**src/rtl/ten_eth_seek_arbiter_pkg.sv**
```systemverilog
// ten_eth_seek_arbiter_pkg: seek flags, MAC field offsets, request/result types and the MAC rule decode shared by the ToR lookup path
package ten_eth_seek_arbiter_pkg;
  typedef enum logic [1:0] {SEEK_LOCAL = 2'b00, SEEK_DIRECT = 2'b01, SEEK_BUFFER = 2'b10, SEEK_DROP = 2'b11} seek_flag_e;
  localparam int MAC_HEAD_LSB = 16;
  localparam int MAC_TOR_LSB = 8;
  localparam int MAC_PRT_LSB = 0;
  localparam int REQ_W = 52;
  typedef struct packed {
    logic [47:0] mac;
    logic [3:0]  id;
  } seek_req_t;
  typedef struct packed {
    logic [2:0] outport;
    seek_flag_e flag;
  } seek_res_t;
  function automatic seek_res_t seek_decode(input logic [47:0] mac, input logic [31:0] head, input logic [7:0] my_tor,
                                            input logic [7:0] host_num, input logic [2:0] uplink,
                                            input logic [2:0] snap_tor, input logic snap_valid);
    logic [7:0] tor;
    logic [7:0] prt;
    tor = mac[MAC_TOR_LSB +: 8];
    prt = mac[MAC_PRT_LSB +: 8];
    if (mac[MAC_HEAD_LSB +: 32] != head || tor > 8'd7) return seek_res_t'{3'd0, SEEK_DROP};
    if (tor == my_tor)
      return (prt >= 8'd1 && prt <= host_num) ? seek_res_t'{3'(prt - 8'd1), SEEK_LOCAL} : seek_res_t'{3'd0, SEEK_DROP};
    if (snap_valid && tor[2:0] == snap_tor) return seek_res_t'{uplink, SEEK_DIRECT};
    return seek_res_t'{tor[2:0], SEEK_BUFFER};
  endfunction
endpackage

```
**src/rtl/ten_eth_seek_arbiter_if.sv**
```systemverilog
// ten_eth_seek_arbiter_if: per-port check requests (mac/id/valid) in, per-port results (outport/flag/id/valid) out; master=RX ports, slave=arbiter
interface ten_eth_seek_arbiter_if #(parameter int PN = 2);
  logic [48*PN-1:0] i_check_mac;
  logic [4*PN-1:0]  i_check_id;
  logic [PN-1:0]    i_check_valid;
  logic [3*PN-1:0]  o_outport;
  logic [2*PN-1:0]  o_seek_flag;
  logic [4*PN-1:0]  o_check_id;
  logic [PN-1:0]    o_result_valid;
  modport master(output i_check_mac, i_check_id, i_check_valid, input o_outport, o_seek_flag, o_check_id, o_result_valid);
  modport slave(input i_check_mac, i_check_id, i_check_valid, output o_outport, o_seek_flag, o_check_id, o_result_valid);
endinterface

```
**src/rtl/seek_req_queue.sv**
```systemverilog
// seek_req_queue: P_DEPTH x P_WIDTH sync FIFO; in i_clk, i_rst (active-low), i_push, i_din, i_pop; out o_dout (head), o_full, o_empty
module seek_req_queue #(
  parameter int P_DEPTH = 2,
  parameter int P_WIDTH = 52
) (
  input  logic               i_clk,
  input  logic               i_rst,
  input  logic               i_push,
  input  logic [P_WIDTH-1:0] i_din,
  input  logic               i_pop,
  output logic [P_WIDTH-1:0] o_dout,
  output logic               o_full,
  output logic               o_empty
);
  localparam int AW = P_DEPTH > 1 ? $clog2(P_DEPTH) : 1;
  localparam int CW = $clog2(P_DEPTH + 1);
  logic [P_WIDTH-1:0] r_mem [P_DEPTH];
  logic [AW-1:0] r_wp, r_rp;
  logic [CW-1:0] r_cnt;
  logic w_wr, w_rd;
  assign o_empty = r_cnt == '0;
  assign o_full = r_cnt == CW'(P_DEPTH);
  assign w_rd = i_pop && !o_empty;
  assign w_wr = i_push && (!o_full || w_rd);
  assign o_dout = r_mem[r_rp];
  always_ff @(posedge i_clk)
    if (w_wr) r_mem[r_wp] <= i_din;
  always_ff @(posedge i_clk)
    if (!i_rst) begin
      r_wp <= '0;
      r_rp <= '0;
      r_cnt <= '0;
    end else begin
      r_wp <= w_wr ? (r_wp == AW'(P_DEPTH - 1) ? '0 : r_wp + AW'(1)) : r_wp;
      r_rp <= w_rd ? (r_rp == AW'(P_DEPTH - 1) ? '0 : r_rp + AW'(1)) : r_rp;
      r_cnt <= r_cnt + CW'(w_wr) - CW'(w_rd);
    end
endmodule

```
**src/rtl/ten_eth_seek_arbiter.sv**
```systemverilog
// ten_eth_seek_arbiter: RR outport lookup for PN RX ports; i_clk, i_rst (sync active-low), bus (requests in / results out), i_cur_connect_tor, i_connect_valid, o_drop_cnt
module ten_eth_seek_arbiter
  import ten_eth_seek_arbiter_pkg::*;
#(
  parameter int          P_PORT_NUM      = 2,
  parameter logic [31:0] P_MAC_HEAD      = 32'h8DBC5C4A,
  parameter int          P_MY_TOR_ID     = 0,
  parameter int          P_HOST_PORT_NUM = 2,
  parameter logic [2:0]  P_UPLINK_PORT   = 3'd7,
  parameter int          P_QDEPTH        = 2
) (
  input  logic                   i_clk,
  input  logic                   i_rst,
  ten_eth_seek_arbiter_if.slave  bus,
  input  logic [2:0]             i_cur_connect_tor,
  input  logic                   i_connect_valid,
  output logic [15:0]            o_drop_cnt
);
  localparam int PW = P_PORT_NUM > 1 ? $clog2(P_PORT_NUM) : 1;
  seek_req_t r_in [P_PORT_NUM];
  seek_req_t w_head [P_PORT_NUM];
  seek_req_t r_s1_req;
  seek_res_t w_res;
  logic [P_PORT_NUM-1:0] r_in_valid, w_full, w_empty, w_pop, w_drop, r_result_valid;
  logic [PW-1:0] r_rr, w_gnt_idx, r_s1_port;
  logic w_gnt_valid, r_s1_valid, r_s1_cv;
  logic [2:0] r_s1_tor, w_drop_num;
  logic [16:0] w_drop_sum;
  logic [15:0] r_drop_cnt;
  logic [3*P_PORT_NUM-1:0] r_outport;
  logic [2*P_PORT_NUM-1:0] r_seek_flag;
  logic [4*P_PORT_NUM-1:0] r_check_id;
  always_ff @(posedge i_clk)
    for (int k = 0; k < P_PORT_NUM; k++) r_in[k] <= seek_req_t'({bus.i_check_mac[48*k +: 48], bus.i_check_id[4*k +: 4]});
  for (genvar k = 0; k < P_PORT_NUM; k++) begin : g_q
    seek_req_queue #(.P_DEPTH(P_QDEPTH), .P_WIDTH(REQ_W)) u_q (
      .i_clk   (i_clk),
      .i_rst   (i_rst),
      .i_push  (r_in_valid[k]),
      .i_din   (r_in[k]),
      .i_pop   (w_pop[k]),
      .o_dout  (w_head[k]),
      .o_full  (w_full[k]),
      .o_empty (w_empty[k])
    );
    assign w_drop[k] = r_in_valid[k] && w_full[k] && !w_pop[k];
  end
  // lowest non-empty index overall, overridden by the lowest non-empty index at or above the RR pointer
  always_comb begin
    w_gnt_valid = 1'b0;
    w_gnt_idx = '0;
    for (int i = P_PORT_NUM - 1; i >= 0; i--)
      if (!w_empty[i]) begin
        w_gnt_valid = 1'b1;
        w_gnt_idx = PW'(i);
      end
    for (int i = P_PORT_NUM - 1; i >= 0; i--)
      if (!w_empty[i] && PW'(i) >= r_rr) w_gnt_idx = PW'(i);
  end
  assign w_pop = w_gnt_valid ? P_PORT_NUM'(1) << w_gnt_idx : '0;
  always_comb begin
    w_drop_num = '0;
    for (int k = 0; k < P_PORT_NUM; k++) w_drop_num = w_drop_num + 3'(w_drop[k]);
  end
  assign w_drop_sum = {1'b0, r_drop_cnt} + 17'(w_drop_num);
  assign w_res = seek_decode(r_s1_req.mac, P_MAC_HEAD, 8'(P_MY_TOR_ID), 8'(P_HOST_PORT_NUM), P_UPLINK_PORT, r_s1_tor, r_s1_cv);
  always_ff @(posedge i_clk)
    if (!i_rst) begin
      r_in_valid <= '0;
      r_rr <= '0;
      r_s1_valid <= 1'b0;
      r_s1_port <= '0;
      r_s1_req <= '0;
      r_s1_tor <= '0;
      r_s1_cv <= 1'b0;
      r_outport <= '0;
      r_seek_flag <= '0;
      r_check_id <= '0;
      r_result_valid <= '0;
      r_drop_cnt <= '0;
    end else begin
      r_in_valid <= bus.i_check_valid;
      r_drop_cnt <= w_drop_sum[16] ? 16'hFFFF : w_drop_sum[15:0];
      r_s1_valid <= w_gnt_valid;
      if (w_gnt_valid) begin
        r_rr <= w_gnt_idx == PW'(P_PORT_NUM - 1) ? '0 : w_gnt_idx + PW'(1);
        r_s1_port <= w_gnt_idx;
        r_s1_req <= w_head[w_gnt_idx];
        r_s1_tor <= i_cur_connect_tor;
        r_s1_cv <= i_connect_valid;
      end
      r_result_valid <= r_s1_valid ? P_PORT_NUM'(1) << r_s1_port : '0;
      if (r_s1_valid) begin
        r_outport[3*r_s1_port +: 3] <= w_res.outport;
        r_seek_flag[2*r_s1_port +: 2] <= w_res.flag;
        r_check_id[4*r_s1_port +: 4] <= r_s1_req.id;
      end
    end
  assign bus.o_outport = r_outport;
  assign bus.o_seek_flag = r_seek_flag;
  assign bus.o_check_id = r_check_id;
  assign bus.o_result_valid = r_result_valid;
  assign o_drop_cnt = r_drop_cnt;
endmodule
```
**src/flat_wrapper.sv**
```systemverilog
// flat-port wrapper written by rule: the top's interface ports become plain ports
module ten_eth_seek_arbiter_flat import ten_eth_seek_arbiter_pkg::*;
#(
  parameter int          P_PORT_NUM      = 2,
  parameter logic [31:0] P_MAC_HEAD      = 32'h8DBC5C4A,
  parameter int          P_MY_TOR_ID     = 0,
  parameter int          P_HOST_PORT_NUM = 2,
  parameter logic [2:0]  P_UPLINK_PORT   = 3'd7,
  parameter int          P_QDEPTH        = 2
)
  (i_clk, i_rst, i_cur_connect_tor, i_connect_valid, o_drop_cnt, bus_i_check_mac, bus_i_check_id, bus_i_check_valid, bus_o_outport, bus_o_seek_flag, bus_o_check_id, bus_o_result_valid);
  ten_eth_seek_arbiter_if bus_i ();
  input  logic i_clk;
  input  logic i_rst;
  input  logic [2:0] i_cur_connect_tor;
  input  logic i_connect_valid;
  output logic [15:0] o_drop_cnt;
  input wire logic [$bits(bus_i.i_check_mac)-1:0] bus_i_check_mac;
  input wire logic [$bits(bus_i.i_check_id)-1:0] bus_i_check_id;
  input wire logic [$bits(bus_i.i_check_valid)-1:0] bus_i_check_valid;
  output wire logic [$bits(bus_i.o_outport)-1:0] bus_o_outport;
  output wire logic [$bits(bus_i.o_seek_flag)-1:0] bus_o_seek_flag;
  output wire logic [$bits(bus_i.o_check_id)-1:0] bus_o_check_id;
  output wire logic [$bits(bus_i.o_result_valid)-1:0] bus_o_result_valid;
  assign bus_i.i_check_mac = bus_i_check_mac;
  assign bus_i.i_check_id = bus_i_check_id;
  assign bus_i.i_check_valid = bus_i_check_valid;
  assign bus_o_outport = bus_i.o_outport;
  assign bus_o_seek_flag = bus_i.o_seek_flag;
  assign bus_o_check_id = bus_i.o_check_id;
  assign bus_o_result_valid = bus_i.o_result_valid;
  ten_eth_seek_arbiter #(.P_PORT_NUM(P_PORT_NUM), .P_MAC_HEAD(P_MAC_HEAD), .P_MY_TOR_ID(P_MY_TOR_ID), .P_HOST_PORT_NUM(P_HOST_PORT_NUM), .P_UPLINK_PORT(P_UPLINK_PORT), .P_QDEPTH(P_QDEPTH)) u_core (.i_clk(i_clk), .i_rst(i_rst), .bus(bus_i), .i_cur_connect_tor(i_cur_connect_tor), .i_connect_valid(i_connect_valid), .o_drop_cnt(o_drop_cnt));
endmodule
```
**config.mk**
```make
export PLATFORM = sky130hd
export DESIGN_NAME = ten_eth_seek_arbiter_flat
export DESIGN_NICKNAME = d
export VERILOG_FILES = /design/src/rtl/ten_eth_seek_arbiter_pkg.sv /design/src/rtl/ten_eth_seek_arbiter_if.sv /design/src/rtl/seek_req_queue.sv /design/src/rtl/ten_eth_seek_arbiter.sv /design/src/flat_wrapper.sv
export SDC_FILE = /design/constraint.sdc
export NUM_CORES = 1
export LEC_CHECK = 0
export CORE_MARGIN = 1.5
export CORE_UTILIZATION = 55
export CTS_BUF_LIST = sky130_fd_sc_hd__clkbuf_8 sky130_fd_sc_hd__clkbuf_16
export DETAILED_ROUTE_END_ITERATION = 7
export GPL_TIMING_DRIVEN = 0
export PLACE_DENSITY = 0.78
export SYNTH_ARGS = -nofsm -noshare
export SYNTH_HDL_FRONTEND = slang
export SYNTH_SLANG_ARGS = --single-unit
```
**constraint.sdc**
```tcl
create_clock -name i_clk -period 9.1 [get_ports i_clk]
set_input_delay 2.275 -clock i_clk [delete_from_list [all_inputs] [get_ports i_clk]]
set_output_delay 2.275 -clock i_clk [all_outputs]
set_load 0.01 [all_outputs]
```
==> impl_metrics.csv <==
group,metric,value,unit
placed_design,io_buffers,146,
die,top_level_ports,148,
setup_path,regToRegStartpoint,"u_core.g_q[0].u_q.r_cnt[1]$_SDFF_PN0_",
drt,detailedRoute.firstIterationViolations,734,
run,timing.max_cap.violations,0,
logic_synthesis,yosys-top-cells-area,"edfxtp_1 43%, dfxtp_1 29%, mux2i_1 4.9%, a21boi_0 4.0%, nand2_1 3.2%",
die,floorplan_die_width,164.7,um
layout,nNetsFinal,1336,
setup_path,critical_path_arrival,5.00,ns
cts,cts_setup_buffers,0,
setup_path,critical_path.endpoint_type,"register",
sta,finalCriticalPeriod,4.545,ns
logic_synthesis,synth_top_area_frac,0.4342,
drt,detailedRoute.firstPassIterationCount,7,
die,core_area,0.02584,mm2
cts,clk_pin_slew,0.06,ns
sta,maximum_clock_frequency,220.0,MHz
logic_synthesis,synthesis.nets,1141,
die,die-area,0.02714,mm2
power_and_ir_drop,tot_pwr,5.373,mW
setup_path,worst_r2r_endpoint,"u_core.o_drop_cnt[1]$_SDFF_PN0_",
power_and_ir_drop,power_leakage,6.377,nW
logic_synthesis,ys.flop_type,"dfxtp_1",
cts,cts.path.max_buffers,3,
sta,setup_tns,0,ns
sta,final.setup_skew,0.02083,ns
global_routing,gr-usage-all-layers,0.2145,
global_routing,first_global_vias,8394,
global_routing,antenna_found_initial,0,
logic_synthesis,yosysTopAreaCell,"edfxtp_1",
die,num_rows,59,
logic_synthesis,number_of_enable_type_register_cells_in_the_synthesized_netlist,208,
sta,grt_setup_unrepaired,"no",
placed_design,dp_hpwl,19.39,mm
sta,whs,0.4222,ns
setup_path,endpoint,"u_core.o_drop_cnt[1]$_SDFF_PN0_",
cts,clock_sinks,419,
sta,worst_slew_pin_slew,1.346,ns
cts,tritoncts,"built",
power_and_ir_drop,worst_vdd_drop,0.1708,mV
logic_synthesis,synth_warnings,0,
setup_path,worst-endpoint-required,9.55,ns
cts,worstSkewPairLatency,0.53,ns
sta,max-slew-margin-rel,0.09086,
cts,htreeDepth,2,
logic_synthesis,synth_area,0.01439,mm2
setup_path,worstSetupStartpoint,"u_core.g_q[0].u_q.r_cnt[1]$_SDFF_PN0_",
setup_path,cpMostUsedCell,"ha_1",
sta,fin_hold_viols,0,
cts,post_cts.resized_instances,0,
hold_path,classification_of_the_worst_slack_hold_path,"register to register",
sta,timing.final.crit_share,0.4994,
layout,final_layout_size_suffix_gt1_frac,0.09551,
die,initial_utilization,0.5568,
placed_design,gp_routability_congestion,0.8252,
setup_path,r2r_setup_slack,4.56,ns
global_routing,global_route.usage.met3,0.03641,
setup_path,max_stage_delay,0.57,ns
cts,post_cts_hold_buffer_count,0,
status,outcome,"completed",
setup_path,reg2reg_depth,14,
global_routing,use_met2,0.3726,
setup_path,path_class,"register to register",
global_routing,gr-max-usage-layer,"met2",
logic_synthesis,synth.avg_cell_area,14.13,um2
power_and_ir_drop,power-per-cell-area,300.2,mW/mm2
logic_synthesis,postSynthRegisterBits,419,
logic_synthesis,yosys.cell_types.count,52,
logic_synthesis,yosys-top-cells-count,"211 x dfxtp_1, 208 x edfxtp_1, 121 x nand2_1",
layout,syn_to_final_growth,24.40,%
setup_path,cp-start-kind,"register",
drt,average_vias_per_placed_instance,5.296,
setup_path,cpMaxStageDelayCell,"or4_4",
setup_path,path_cells,"nor2_1 -> o22ai_2 -> buf_2 -> buf_1 -> nor3_1 -> ha_1 -> ha_1 -> inv_1 -> fa_1 -> and2b_1 -> nand4_4 -> or4_4 -> clkbuf_2 -> a21boi_0",
layout,seq_area,0.01047,mm2
die,floorplan.die.height,164.7,um
global_routing,first_pass_grt_wire_length,44.14,mm
sta,finalSetupViolCount,0,
setup_path,top_fanout_value_on_the_critical_path,10,
logic_synthesis,seq_area_frac_synth,0.7278,
logic_synthesis,postSynth.asyncResetShare,0,
layout,multi_input_area,0.003696,mm2
logic_synthesis,library_cell_with_the_highest_instance_count_after_synthesis,"dfxtp_1",
global_routing,grt_overflow,0,
drt,via_count,8373,
drt,ant_nets,0,
sta,timing_max_transition_violations_final,0,
drt,drt_wl_total,28.40,mm
drt,drc,0,
cts,cts_inserted_buffers,41,
cts,clock_tree.root_cell,"clkbuf_16",
drt,post_detailed_route_wirelength_per_cell,17.96,um
logic_synthesis,syn_inst,1018,
layout,fillers,1750,
global_routing,gr-usage-met1,0.2719,
layout,antenna_cells_inserted,0,
global_routing,grt_max_degree,33,
## power by group
part	total (mW)	internal, mW	switching, mW	leakage (nW)
clock	1.76	1.08	0.673	0.761
combinational	1.28	0.491	0.790	1.95
sequential	2.34	2.21	0.127	3.66
## registers in the layout, indices dropped and copies added, names as in the netlist, 2 cells and up, named ones only
register and count:
u_core.bus.o_check_id 8, u_core.bus.o_outport 6, u_core.bus.o_result_valid 2, u_core.bus.o_seek_flag 4
u_core.g_q.u_q.r_cnt 4, u_core.g_q.u_q.r_mem 208, u_core.g_q.u_q.r_rp 2, u_core.g_q.u_q.r_wp 2
u_core.o_drop_cnt 16, u_core.r_in 104, u_core.r_in_valid 2, u_core.r_s1_req 52
u_core.r_s1_tor 3
## layer usage
metal  wire [um]  vias up
li1            -     4057
met1       11780     4018
met2       14340      242
met3        1437       56
met4         830        0
met5           0        -
## worst max-delay path, delay by kind of cell, from the launching register on
kind                     cells  cell delay, ns
AO/OA/AOI/OAI                2            0.75
adder cells (fa/ha/maj)      3            0.86
buffers and inverters        4            1.09
flip-flops                   1            0.42
AND/OR/NAND/NOR              5            1.36
## metrics by stage
stage	area [um2]	instances	setup WS [ns]	utilization
2_1_floorplan	14390	1018	5.429	-
3_3_place_gp	16270	1499	3.659	0.6296
3_5_place_dp	16440	1505	4.616	0.6363
4_1_cts	17900	1581	4.575	0.6927
5_1_grt	17900	1581	4.322	0.6927
6_report	17900	1581	4.555	0.6927
## layout by cell type, fill, tap and decap left out, types with 4 or more instances in the layout
master | Yosys | final
a21boi_0 | 76 | 76
dfxtp_1 | 211 | 211
a21oi_1 | 6 | 6
inv_1 | 15 | 28
and3_1 | 5 | 5
edfxtp_1 | 208 | 208
ha_1 | 10 | 10
mux2i_1 | 71 | 71
clkdlybuf4s50_1 | 0 | 146
nor2_1 | 50 | 46
nand2_1 | 121 | 121
nand3_1 | 9 | 9
o21ai_0 | 28 | 28
xor2_1 | 5 | 5
clkbuf_1 | 44 | 44
bufinv_16 | 0 | 5
mux2_2 | 33 | 33
and2_1 | 14 | 14
buf_1 | 5 | 5
nor2_4 | 0 | 4
xnor2_1 | 13 | 13
clkbuf_8 | 0 | 8
o21ai_1 | 6 | 6
nand4_1 | 5 | 5
clkbuf_16 | 0 | 44
o211ai_1 | 33 | 33
## cells by family after synthesis
kind of cell	Yosys count	synth area share
AOI/OAI and AO/OA	163	0.08106
xor gates and xnor gates	18	0.01096
adders and majority gates	11	0.01009
buffers and inverters	66	0.01739
DFF	419	0.7278
muxes	104	0.07523
and+or+nand+nor	237	0.07749
## worst min-delay path by stage
| stage | startpoint | end | slack (ns) | cells after the start |
|---|---|---|---|---|
| after global routing | u_core.r_in[0][25]$_DFF_P_ | u_core.g_q[0].u_q.r_mem[0][25]$_DFFE_PP_ | 0.43 | 0 |
| after CTS | u_core.r_in[0][16]$_DFF_P_ | u_core.g_q[0].u_q.r_mem[0][16]$_DFFE_PP_ | 0.42 | 0 |
| after floorplan | u_core.r_in[0][0]$_DFF_P_ | u_core.g_q[0].u_q.r_mem[0][0]$_DFFE_PP_ | 0.40 | 0 |
| after detailed placement | u_core.r_in[0][41]$_DFF_P_ | u_core.g_q[0].u_q.r_mem[1][41]$_DFFE_PP_ | 0.41 | 0 |
| after global placement | u_core.r_in[0][12]$_DFF_P_ | u_core.g_q[0].u_q.r_mem[0][12]$_DFFE_PP_ | 0.41 | 0 |
| final | u_core.r_in[0][30]$_DFF_P_ | u_core.g_q[0].u_q.r_mem[0][30]$_DFFE_PP_ | 0.42 | 0 |
## cell type report
type,instances,area share
tap,335,0.02342
multi-input combinational,533,0.2065
inverter,15,0.003146
clock buffer,52,0.06767
clock inverter,24,0.01377
timing repair buffer,152,0.08963
buffer,51,0.01084
sequential,419,0.5850
(Power assumes the default switching activity.)
